$ cat config.mk
export PLATFORM = sky130hd
export DESIGN_NAME = main_fsm_flat
export DESIGN_NICKNAME = d
export VERILOG_FILES = /design/src/rtl/main_fsm_if.sv /design/src/rtl/main_fsm.sv /design/src/flat_wrapper.sv
export SDC_FILE = /design/constraint.sdc
export NUM_CORES = 1
export LEC_CHECK = 0
export CAP_MARGIN = 20
export CORE_AREA = 2 2 39 41
export CTS_CLUSTER_SIZE = 12
export DETAILED_ROUTE_END_ITERATION = 8
export DIE_AREA = 0 0 41 43
export GPL_TIMING_DRIVEN = 0
export PLACE_DENSITY = 0.72
export REMOVE_ABC_BUFFERS = 1
export SLEW_MARGIN = 20
export SYNTH_ARGS = -nofsm -noshare
export SYNTH_HDL_FRONTEND = slang
export SYNTH_SLANG_ARGS = --single-unit
$ cat constraint.sdc
create_clock -name clk -period 3.4 [get_ports clk]
set_input_delay 0.68 -clock clk [delete_from_list [all_inputs] [get_ports clk]]
set_output_delay 0.68 -clock clk [all_outputs]
set_load 0.01 [all_outputs]
$ cat src/rtl/main_fsm_if.sv
// Control bundle between the multicycle datapath (master) and its main FSM (slave).
// MemReady exists only when MAIN_FSM_MEM_WAIT_EN is defined.
interface main_fsm_if;
  logic [1:0] Op;
  logic [5:0] Funct;
`ifdef MAIN_FSM_MEM_WAIT_EN
  logic       MemReady;
`endif
  logic       IRWrite;
  logic       AdrSrc;
  logic       NextPC;
  logic       RegW;
  logic       MemW;
  logic       Branch;
  logic       ALUOp;
  logic       Illegal;
  logic [1:0] ALUSrcA;
  logic [1:0] ALUSrcB;
  logic [1:0] ResultSrc;
  logic [3:0] State;

  modport master (
`ifdef MAIN_FSM_MEM_WAIT_EN
    output MemReady,
`endif
    output Op, Funct,
    input  IRWrite, AdrSrc, NextPC, RegW, MemW, Branch, ALUOp, Illegal,
    input  ALUSrcA, ALUSrcB, ResultSrc, State
  );

  modport slave (
`ifdef MAIN_FSM_MEM_WAIT_EN
    input  MemReady,
`endif
    input  Op, Funct,
    output IRWrite, AdrSrc, NextPC, RegW, MemW, Branch, ALUOp, Illegal,
    output ALUSrcA, ALUSrcB, ResultSrc, State
  );
endinterface

$ cat src/rtl/main_fsm.sv
// Moore main controller for a multicycle processor (fetch/decode/execute/writeback).
// Define MAIN_FSM_MEM_WAIT_EN to stall FETCH, MEMRD and MEMWR on MemReady.
module main_fsm (
  input  logic      clk,
  input  logic      reset,
  main_fsm_if.slave bus
);

  localparam logic [3:0] FETCH    = 4'd0;
  localparam logic [3:0] DECODE   = 4'd1;
  localparam logic [3:0] MEMADR   = 4'd2;
  localparam logic [3:0] MEMRD    = 4'd3;
  localparam logic [3:0] MEMWB    = 4'd4;
  localparam logic [3:0] MEMWR    = 4'd5;
  localparam logic [3:0] EXECUTER = 4'd6;
  localparam logic [3:0] EXECUTEI = 4'd7;
  localparam logic [3:0] ALUWB    = 4'd8;
  localparam logic [3:0] BRANCH   = 4'd9;
  localparam logic [3:0] UNKNOWN  = 4'd10;

  logic [3:0] cur;
  logic [3:0] nxt;
  logic       ready;
  logic       funct_unused;

  // Only the immediate flag and the load/store flag steer the controller.
  assign funct_unused = ^bus.Funct[4:1];

`ifdef MAIN_FSM_MEM_WAIT_EN
  assign ready = bus.MemReady;
`else
  assign ready = 1'b1;
`endif

  always_ff @(posedge clk or negedge reset) begin
    if (!reset) cur <= FETCH;
    else        cur <= nxt;
  end

  always_comb begin
    nxt = FETCH;
    case (cur)
      FETCH:  nxt = ready ? DECODE : FETCH;
      DECODE: begin
        case (bus.Op)
          2'b00:   nxt = bus.Funct[5] ? EXECUTEI : EXECUTER;
          2'b01:   nxt = MEMADR;
          2'b10:   nxt = BRANCH;
          default: nxt = UNKNOWN;
        endcase
      end
      MEMADR:   nxt = bus.Funct[0] ? MEMRD : MEMWR;
      MEMRD:    nxt = ready ? MEMWB : MEMRD;
      MEMWB:    nxt = FETCH;
      MEMWR:    nxt = ready ? FETCH : MEMWR;
      EXECUTER: nxt = ALUWB;
      EXECUTEI: nxt = ALUWB;
      default:  nxt = FETCH;
    endcase
  end

  // FETCH strobes track MemReady so a stalled fetch never advances the PC twice.
  always_comb begin
    bus.IRWrite   = 1'b0;
    bus.AdrSrc    = 1'b0;
    bus.NextPC    = 1'b0;
    bus.RegW      = 1'b0;
    bus.MemW      = 1'b0;
    bus.Branch    = 1'b0;
    bus.ALUOp     = 1'b0;
    bus.Illegal   = 1'b0;
    bus.ALUSrcA   = 2'b00;
    bus.ALUSrcB   = 2'b00;
    bus.ResultSrc = 2'b00;
    case (cur)
      FETCH: begin
        bus.IRWrite   = ready;
        bus.NextPC    = ready;
        bus.ALUSrcA   = 2'b01;
        bus.ALUSrcB   = 2'b10;
        bus.ResultSrc = 2'b10;
      end
      DECODE: begin
        bus.ALUSrcA   = 2'b01;
        bus.ALUSrcB   = 2'b10;
        bus.ResultSrc = 2'b10;
      end
      MEMADR: bus.ALUSrcB = 2'b01;
      MEMRD:  bus.AdrSrc  = 1'b1;
      MEMWB: begin
        bus.ResultSrc = 2'b01;
        bus.RegW      = 1'b1;
      end
      MEMWR: begin
        bus.AdrSrc = 1'b1;
        bus.MemW   = 1'b1;
      end
      EXECUTER: bus.ALUOp = 1'b1;
      EXECUTEI: begin
        bus.ALUSrcB = 2'b01;
        bus.ALUOp   = 1'b1;
      end
      ALUWB: bus.RegW = 1'b1;
      BRANCH: begin
        bus.ALUSrcA   = 2'b10;
        bus.ALUSrcB   = 2'b01;
        bus.ResultSrc = 2'b10;
        bus.Branch    = 1'b1;
      end
      UNKNOWN: bus.Illegal = 1'b1;
      default: ;
    endcase
  end

  assign bus.State = cur;

endmodule

$ cat src/flat_wrapper.sv
// flat-port wrapper written by rule: the top's interface ports become plain ports
module main_fsm_flat 
  (clk, reset, bus_Op, bus_Funct, bus_IRWrite, bus_AdrSrc, bus_NextPC, bus_RegW, bus_MemW, bus_Branch, bus_ALUOp, bus_Illegal, bus_ALUSrcA, bus_ALUSrcB, bus_ResultSrc, bus_State);
  main_fsm_if bus_i ();
  input  logic clk;
  input  logic reset;
  input wire logic [$bits(bus_i.Op)-1:0] bus_Op;
  input wire logic [$bits(bus_i.Funct)-1:0] bus_Funct;
  output wire logic [$bits(bus_i.IRWrite)-1:0] bus_IRWrite;
  output wire logic [$bits(bus_i.AdrSrc)-1:0] bus_AdrSrc;
  output wire logic [$bits(bus_i.NextPC)-1:0] bus_NextPC;
  output wire logic [$bits(bus_i.RegW)-1:0] bus_RegW;
  output wire logic [$bits(bus_i.MemW)-1:0] bus_MemW;
  output wire logic [$bits(bus_i.Branch)-1:0] bus_Branch;
  output wire logic [$bits(bus_i.ALUOp)-1:0] bus_ALUOp;
  output wire logic [$bits(bus_i.Illegal)-1:0] bus_Illegal;
  output wire logic [$bits(bus_i.ALUSrcA)-1:0] bus_ALUSrcA;
  output wire logic [$bits(bus_i.ALUSrcB)-1:0] bus_ALUSrcB;
  output wire logic [$bits(bus_i.ResultSrc)-1:0] bus_ResultSrc;
  output wire logic [$bits(bus_i.State)-1:0] bus_State;
  assign bus_i.Op = bus_Op;
  assign bus_i.Funct = bus_Funct;
  assign bus_IRWrite = bus_i.IRWrite;
  assign bus_AdrSrc = bus_i.AdrSrc;
  assign bus_NextPC = bus_i.NextPC;
  assign bus_RegW = bus_i.RegW;
  assign bus_MemW = bus_i.MemW;
  assign bus_Branch = bus_i.Branch;
  assign bus_ALUOp = bus_i.ALUOp;
  assign bus_Illegal = bus_i.Illegal;
  assign bus_ALUSrcA = bus_i.ALUSrcA;
  assign bus_ALUSrcB = bus_i.ALUSrcB;
  assign bus_ResultSrc = bus_i.ResultSrc;
  assign bus_State = bus_i.State;
  main_fsm u_core (.clk(clk), .reset(reset), .bus(bus_i));
endmodule
==> results of run 1 <==
==> final timing paths <==
check / startpoint / end / cells after the start
max: u_core.bus.State[2]$_DFF_PN0_ / bus_ResultSrc[1] / 4
max reg2reg: u_core.bus.State[1]$_DFF_PN0_ / u_core.bus.State[1]$_DFF_PN0_ / 3
min: reset / u_core.bus.State[2]$_DFF_PN0_ / 1
min reg2reg: u_core.bus.State[3]$_DFF_PN0_ / u_core.bus.State[3]$_DFF_PN0_ / 1
max in group asynchronous: reset / u_core.bus.State[3]$_DFF_PN0_ / 1
min in group clk: u_core.bus.State[3]$_DFF_PN0_ / u_core.bus.State[3]$_DFF_PN0_ / 1
==> layout make-up <==
type | count | area share
tap | 16 | 0.0343
sequential | 4 | 0.171
clock buffer | 3 | 0.0385
multi-input combinational | 31 | 0.355
timing repair buffer | 23 | 0.394
inverter | 1 | 0.00642
==> cells by family (layout without fill, tap and decap cells) <==
logic type	Yosys count	after routing	share of synthesized area
flip-flops	4	4	0.275
AO/OA/AOI/OAI	7	7	0.131
buffers and inverters	7	27	0.155
AND/OR/NAND/NOR	22	22	0.392
XOR/XNOR	2	2	0.0481
==> layer usage <==
| layer | part of all wire | track usage | up-vias |
|---|---|---|---|
| met5 | 0 | 0 | - |
| met3 | 0.13 | 0.0628 | 0 |
| met4 | 0 | 0.0200 | 0 |
| li1 | - | - | 183 |
| met1 | 0.43 | 0.154 | 150 |
| met2 | 0.45 | 0.144 | 21 |
==> worst register-to-register path: cells and delay by family (launching register included) <==
family,cells,cell delay [ns]
AND/OR/NAND/NOR,2,0.45
AO/OA/AOI/OAI,1,0.18
flip-flops,1,0.52
==> stage by stage <==
stage	power (W)	instance area (sq um)	cells
2_1_floorplan	0.000337	312	36
3_3_place_gp	0.000574	562	75
3_5_place_dp	0.000583	562	75
4_1_cts	0.000648	584	78
5_1_grt	0.000696	584	78
6_report	0.000637	584	78
==> Yosys cell counts, types with 2 or more instances <==
cell type	instances	area (sq um)
nor2_1	6	22.5
dfrtp_1	4	100
nor3_1	5	25.0
a211oi_1	2	15.0
buf_6	2	22.5
buf_4	4	30.0
nor3b_2	2	25.0
nand2b_4	2	27.5
==> layout by cell type, fill, tap and decap left out, types with 2 or more instances in the layout <==
| master | Yosys | layout |
|---|---|---|
| nor2_1 | 6 | 6 |
| clkdlybuf4s50_1 | 0 | 23 |
| a211oi_1 | 2 | 2 |
| dfrtp_1 | 4 | 4 |
| nand2b_4 | 2 | 2 |
| nor3_1 | 5 | 5 |
| nor3b_2 | 2 | 2 |
| clkbuf_4 | 0 | 3 |
==> power by group through the flow <==
stage	Clock, W	Combinational [W]	Sequential, W
3_3_place_gp	0	0.000424	0.000150
6_report	0.0000594	0.000426	0.000151
5_1_grt	0.0000658	0.000471	0.000159
3_5_place_dp	0	0.000431	0.000151
4_1_cts	0.0000622	0.000433	0.000153
2_1_floorplan	0	0.000192	0.000145
==> results.toml, run 1 <==
[status]
run_status = "finished clean"

[sta]
slew_violations = 0
max_slew_margin = 0.690
rsz0062_at_grt = "false"
final-hold-violation-count = 0
max_freq_mhz = 389
clock_skew_ns = 0.00553
finalSetupTns_ns = 0
setup_violations = 0
worstMarginPinSlew_ns = 0.465
whs_ns = 0.645
min_period_over_period = 0.756
layout_setup_ws_ns = 0.829
finalCriticalPeriod_ns = 2.57

[logic_synthesis]
synth_cell_types = 23
ys_ff_latch = 4
yosys_warnings = 0
yosysSeqAreaShare = 0.275
syn_inst = 42
syn_area_per_cell_sq_um = 8.67
synthArstFlopShare = 1.00
synth_edf_count = 0
synth_ff_type = "dfrtp_1"
synthesis.area_sq_um = 364

[drt]
ant_nets = 0
via_per_inst = 4.54
first_iter_violations = 2
wl_per_cell_um = 10.5
drc = 0
num_vias = 354
routed_wl_um = 822
first_pass_iters = 2

[job]
maxCapViolations = 0

[floorplanning]
die_w_um = 41
io_pins = 28
die_area_sq_um = 1760
rows = 14
core-area_sq_um = 1380
initial_core_util = 0.263
die_h_um = 43

[clock_network]
clock_latency_ns = 0.24
cts_resized = 0
clockBufferDepth = 2
cts_tree = "built"
clkTransAtPathRegs_ns = 0.04
ctsHoldBuffers = 0
clock_sinks = 4
cts_root_buffer = "clkbuf_4"
cts_max_level = 1
post_cts_buffers = 0
cts_made_buffers = 3

[grt]
grt.total_usage = 0.109
antenna_found_initial = 0
grt_pass1_wl_um = 1300
grt_max_degree = 14
grt_remaining_overflow = 0
grt_pass1_vias = 297

[power]
power.combinational.fraction = 0.669
irDropWorstVdd_mv = 0.447
power.share.sequential = 0.238
p_leak_nw = 0.217
power_frac_clock = 0.093
switching_power_w = 0.000261
swShare = 0.411
p_int_w = 0.000375
p_per_area_nw_per_um2 = 1090

[worst_setup_path]
end_kind = "output port"
cp.required_ns = 2.72
slowest_delay_ns = 0.53
crit_arrival_ns = 1.89
start_kind = "flop"
crit_slowest_cell = "dfrtp_1"
cp_max_fo = 13
critical_path_class = "flop to output port"
r2r_setup_slack_ns = 2.18
cp_num_buf_inv = 1
critical_path.top_delay_family = "simple AND/OR/NAND/NOR gates"
crit_chain = "nand2b_2 > nor2_1 > or2_1 > clkdlybuf4s50_1"

[layout]
largest_reg_flops = 4
diodes = 0
multi_input_area_sq_um = 208
drive_gt1_frac = 0.129
final_core_util = 0.422
area_delta_synth_final_pct = 60.5
nNetsFinal = 74
nFillCells = 156
regArea_sq_um = 100

[placement]
port_buffers = 23
place.gp.congestion = 0.703
preCtsSetupSlack_ns = 1.07
dp_hpwl_um = 606

[hold_path]
hp-class = "input pin to async pin"
Note: power is estimated with default switching activity, not from simulation.
==> run 2, diff against run 1 <==
--- a/config.mk
+++ b/config.mk
@@ -6,12 +6,12 @@
 export NUM_CORES = 1
 export LEC_CHECK = 0
 export CAP_MARGIN = 20
-export CORE_AREA = 2 2 39 41
+export CORE_AREA = 2 2 40 42
 export CTS_CLUSTER_SIZE = 12
 export DETAILED_ROUTE_END_ITERATION = 8
-export DIE_AREA = 0 0 41 43
+export DIE_AREA = 0 0 42 44
 export GPL_TIMING_DRIVEN = 0
-export PLACE_DENSITY = 0.72
+export PLACE_DENSITY = 0.71
 export REMOVE_ABC_BUFFERS = 1
 export SLEW_MARGIN = 20
 export SYNTH_ARGS = -nofsm -noshare
==> constraint.sdc (replaced) <==
create_clock -name clk -period 2.36 [get_ports clk]
set_input_delay 0.472 -clock clk [delete_from_list [all_inputs] [get_ports clk]]
set_output_delay 0.472 -clock clk [all_outputs]
set_load 0.01 [all_outputs]
==> run 2 against run 1 <==
Effect of this change:
- clock power increased by 44%
- core utilization decreased by 0.51 points
- first-iteration DRC count unchanged
- setup slack got worse by 0.70 ns
- clock skew about the same
- count of clock-buffer cells in the layout unchanged
- register-to-register slack got worse by 0.98 ns
- sequential power increased by 48%
- flip-flop and latch count unchanged
- highest routed layer unchanged
==> results.toml, run 2 (same netlist as run 1, synthesis figures left out) <==
[layout]
diodes = 0
drive_gt1_frac = 0.210
nNetsFinal = 74
layout_commonest_cell = "clkdlybuf4s50_1"
nFillCells = 147
area_delta_synth_final_pct = 62.5
largest_reg_flops = 4
most-common-layout-cells = "clkdlybuf4s50_1 (23), nor2_1 (5), nor3_1 (5)"

[grt]
top_usage_layer = "met2"
grt_max_degree = 14
grt_pass1_wl_um = 1390
grt_remaining_overflow = 0
grtUsageMet3 = 0.0625
grt_pass1_vias = 316
grt_use_met2 = 0.144
antenna_found_initial = 0
met1_usage = 0.124
grt.total_usage = 0.0987

[clock_network]
cts_max_level = 1
ctsHoldBuffers = 0
post_cts_buffers = 0
clockBufferDepth = 2
cts_tree = "built"
clkTransAtPathRegs_ns = 0.04
cts_made_buffers = 3
cts_resized = 2
cts_root_buffer = "clkbuf_4"
clock_latency_ns = 0.24
clock_sinks = 4

[floorplanning]
die_area_sq_um = 1850
io_pins = 28
core-area_sq_um = 1420
die_h_um = 44
rows = 14
initial_core_util = 0.257
die_w_um = 42

[drt]
first_pass_iters = 4
ant_nets = 0
num_vias = 362
via_per_inst = 4.64
wl_per_cell_um = 10.4
drc = 0
first_iter_violations = 2
routed_wl_um = 813

[job]
maxCapViolations = 0

[worst_setup_path]
critPathLaunch = "u_core.bus.State[1]$_DFF_PN0_"
crit_arrival_ns = 1.76
critical_path_class = "flop to output port"
reg2reg_from = "u_core.bus.State[1]$_DFF_PN0_"
cp.required_ns = 1.89
cp_max_fo = 13
worstReg2RegEnd = "u_core.bus.State[1]$_DFF_PN0_"
end_kind = "output port"
worstSetupEndpoint = "bus_ResultSrc[1]"
r2r_setup_slack_ns = 1.20
ff2ff_path_depth = 3
start_kind = "flop"

[sta]
whs_ns = 0.440
max_freq_mhz = 448
finalSetupTns_ns = 0
rsz0062_at_grt = "false"
setup_violations = 0
finalCriticalPeriod_ns = 2.23
max_slew_margin = 0.772
min_period_over_period = 0.947
worstMarginPinSlew_ns = 0.338
clock_skew_ns = 0.00520
slew_violations = 0
final-hold-violation-count = 0

[hold_path]
hp-class = "input pin to async pin"

[placement]
place.gp.congestion = 0.726
port_buffers = 23

[power]
irDropWorstVdd_mv = 0.628
p_per_area_nw_per_um2 = 1570
p_leak_nw = 0.212

[status]
run_status = "finished clean"
[run 2: cell counts in the layout (fill, tap and decap cells not counted)]
Identical to the previous run, type by type.
[run 2: where the power goes]
group	internal, W	switching, W
Clock	0.0000569	0.0000289
Sequential	0.000107	0.000116
Combinational	0.000385	0.000233
[run 2: layout make-up]
| cell class | count | area [sq um] | share of cell area |
|---|---|---|---|
| multi-input combinational | 31 | 210 | 0.355 |
| inverter | 1 | 3.75 | 0.00634 |
| clock buffer | 3 | 22.5 | 0.0381 |
| sequential | 4 | 105 | 0.178 |
| tap | 16 | 20.0 | 0.0338 |
| timing repair buffer | 23 | 230 | 0.389 |
[run 2: critical path: stages (launching register included)]
cell and delay, ns:
dfrtp_2 0.48, nand2b_1 0.24, nor2_2 0.17, or2_1 0.11, clkdlybuf4s50_1 0.52
[run 2: through the flow]
step                std cells   util  worst slack (ns)  total power (W)  instance area, sq um
floorplan                  36      -             0.558         0.000485                   312
global placement           75  0.396             0.263         0.000828                   562
detailed placement         75  0.396             0.242         0.000838                   562
CTS                        78  0.414            0.0355         0.000934                   587
global route               78  0.417            0.0133          0.00101                   592
finish                     78  0.417             0.126         0.000927                   592
[run 2: routing by layer]
layer / up-vias / wire length [um] / part of all wire
li1: 185 / - / -
met1: 156 / 364 / 0.45
met2: 21 / 342 / 0.42
met3: 0 / 106 / 0.13
met4: 0 / 0 / 0
met5: - / 0 / 0
[run 2: worst min path at each step]
stage	to	slack, ns	cells past startpoint
3_3_place_gp	u_core.bus.State[1]$_DFF_PN0_	0.68	1
4_1_cts	u_core.bus.State[1]$_DFF_PN0_	0.43	1
2_1_floorplan	u_core.bus.State[0]$_DFF_PN0_	0.18	0
3_5_place_dp	u_core.bus.State[1]$_DFF_PN0_	0.69	1
5_1_grt	u_core.bus.State[1]$_DFF_PN0_	0.44	1
6_report	u_core.bus.State[2]$_DFF_PN0_	0.44	1
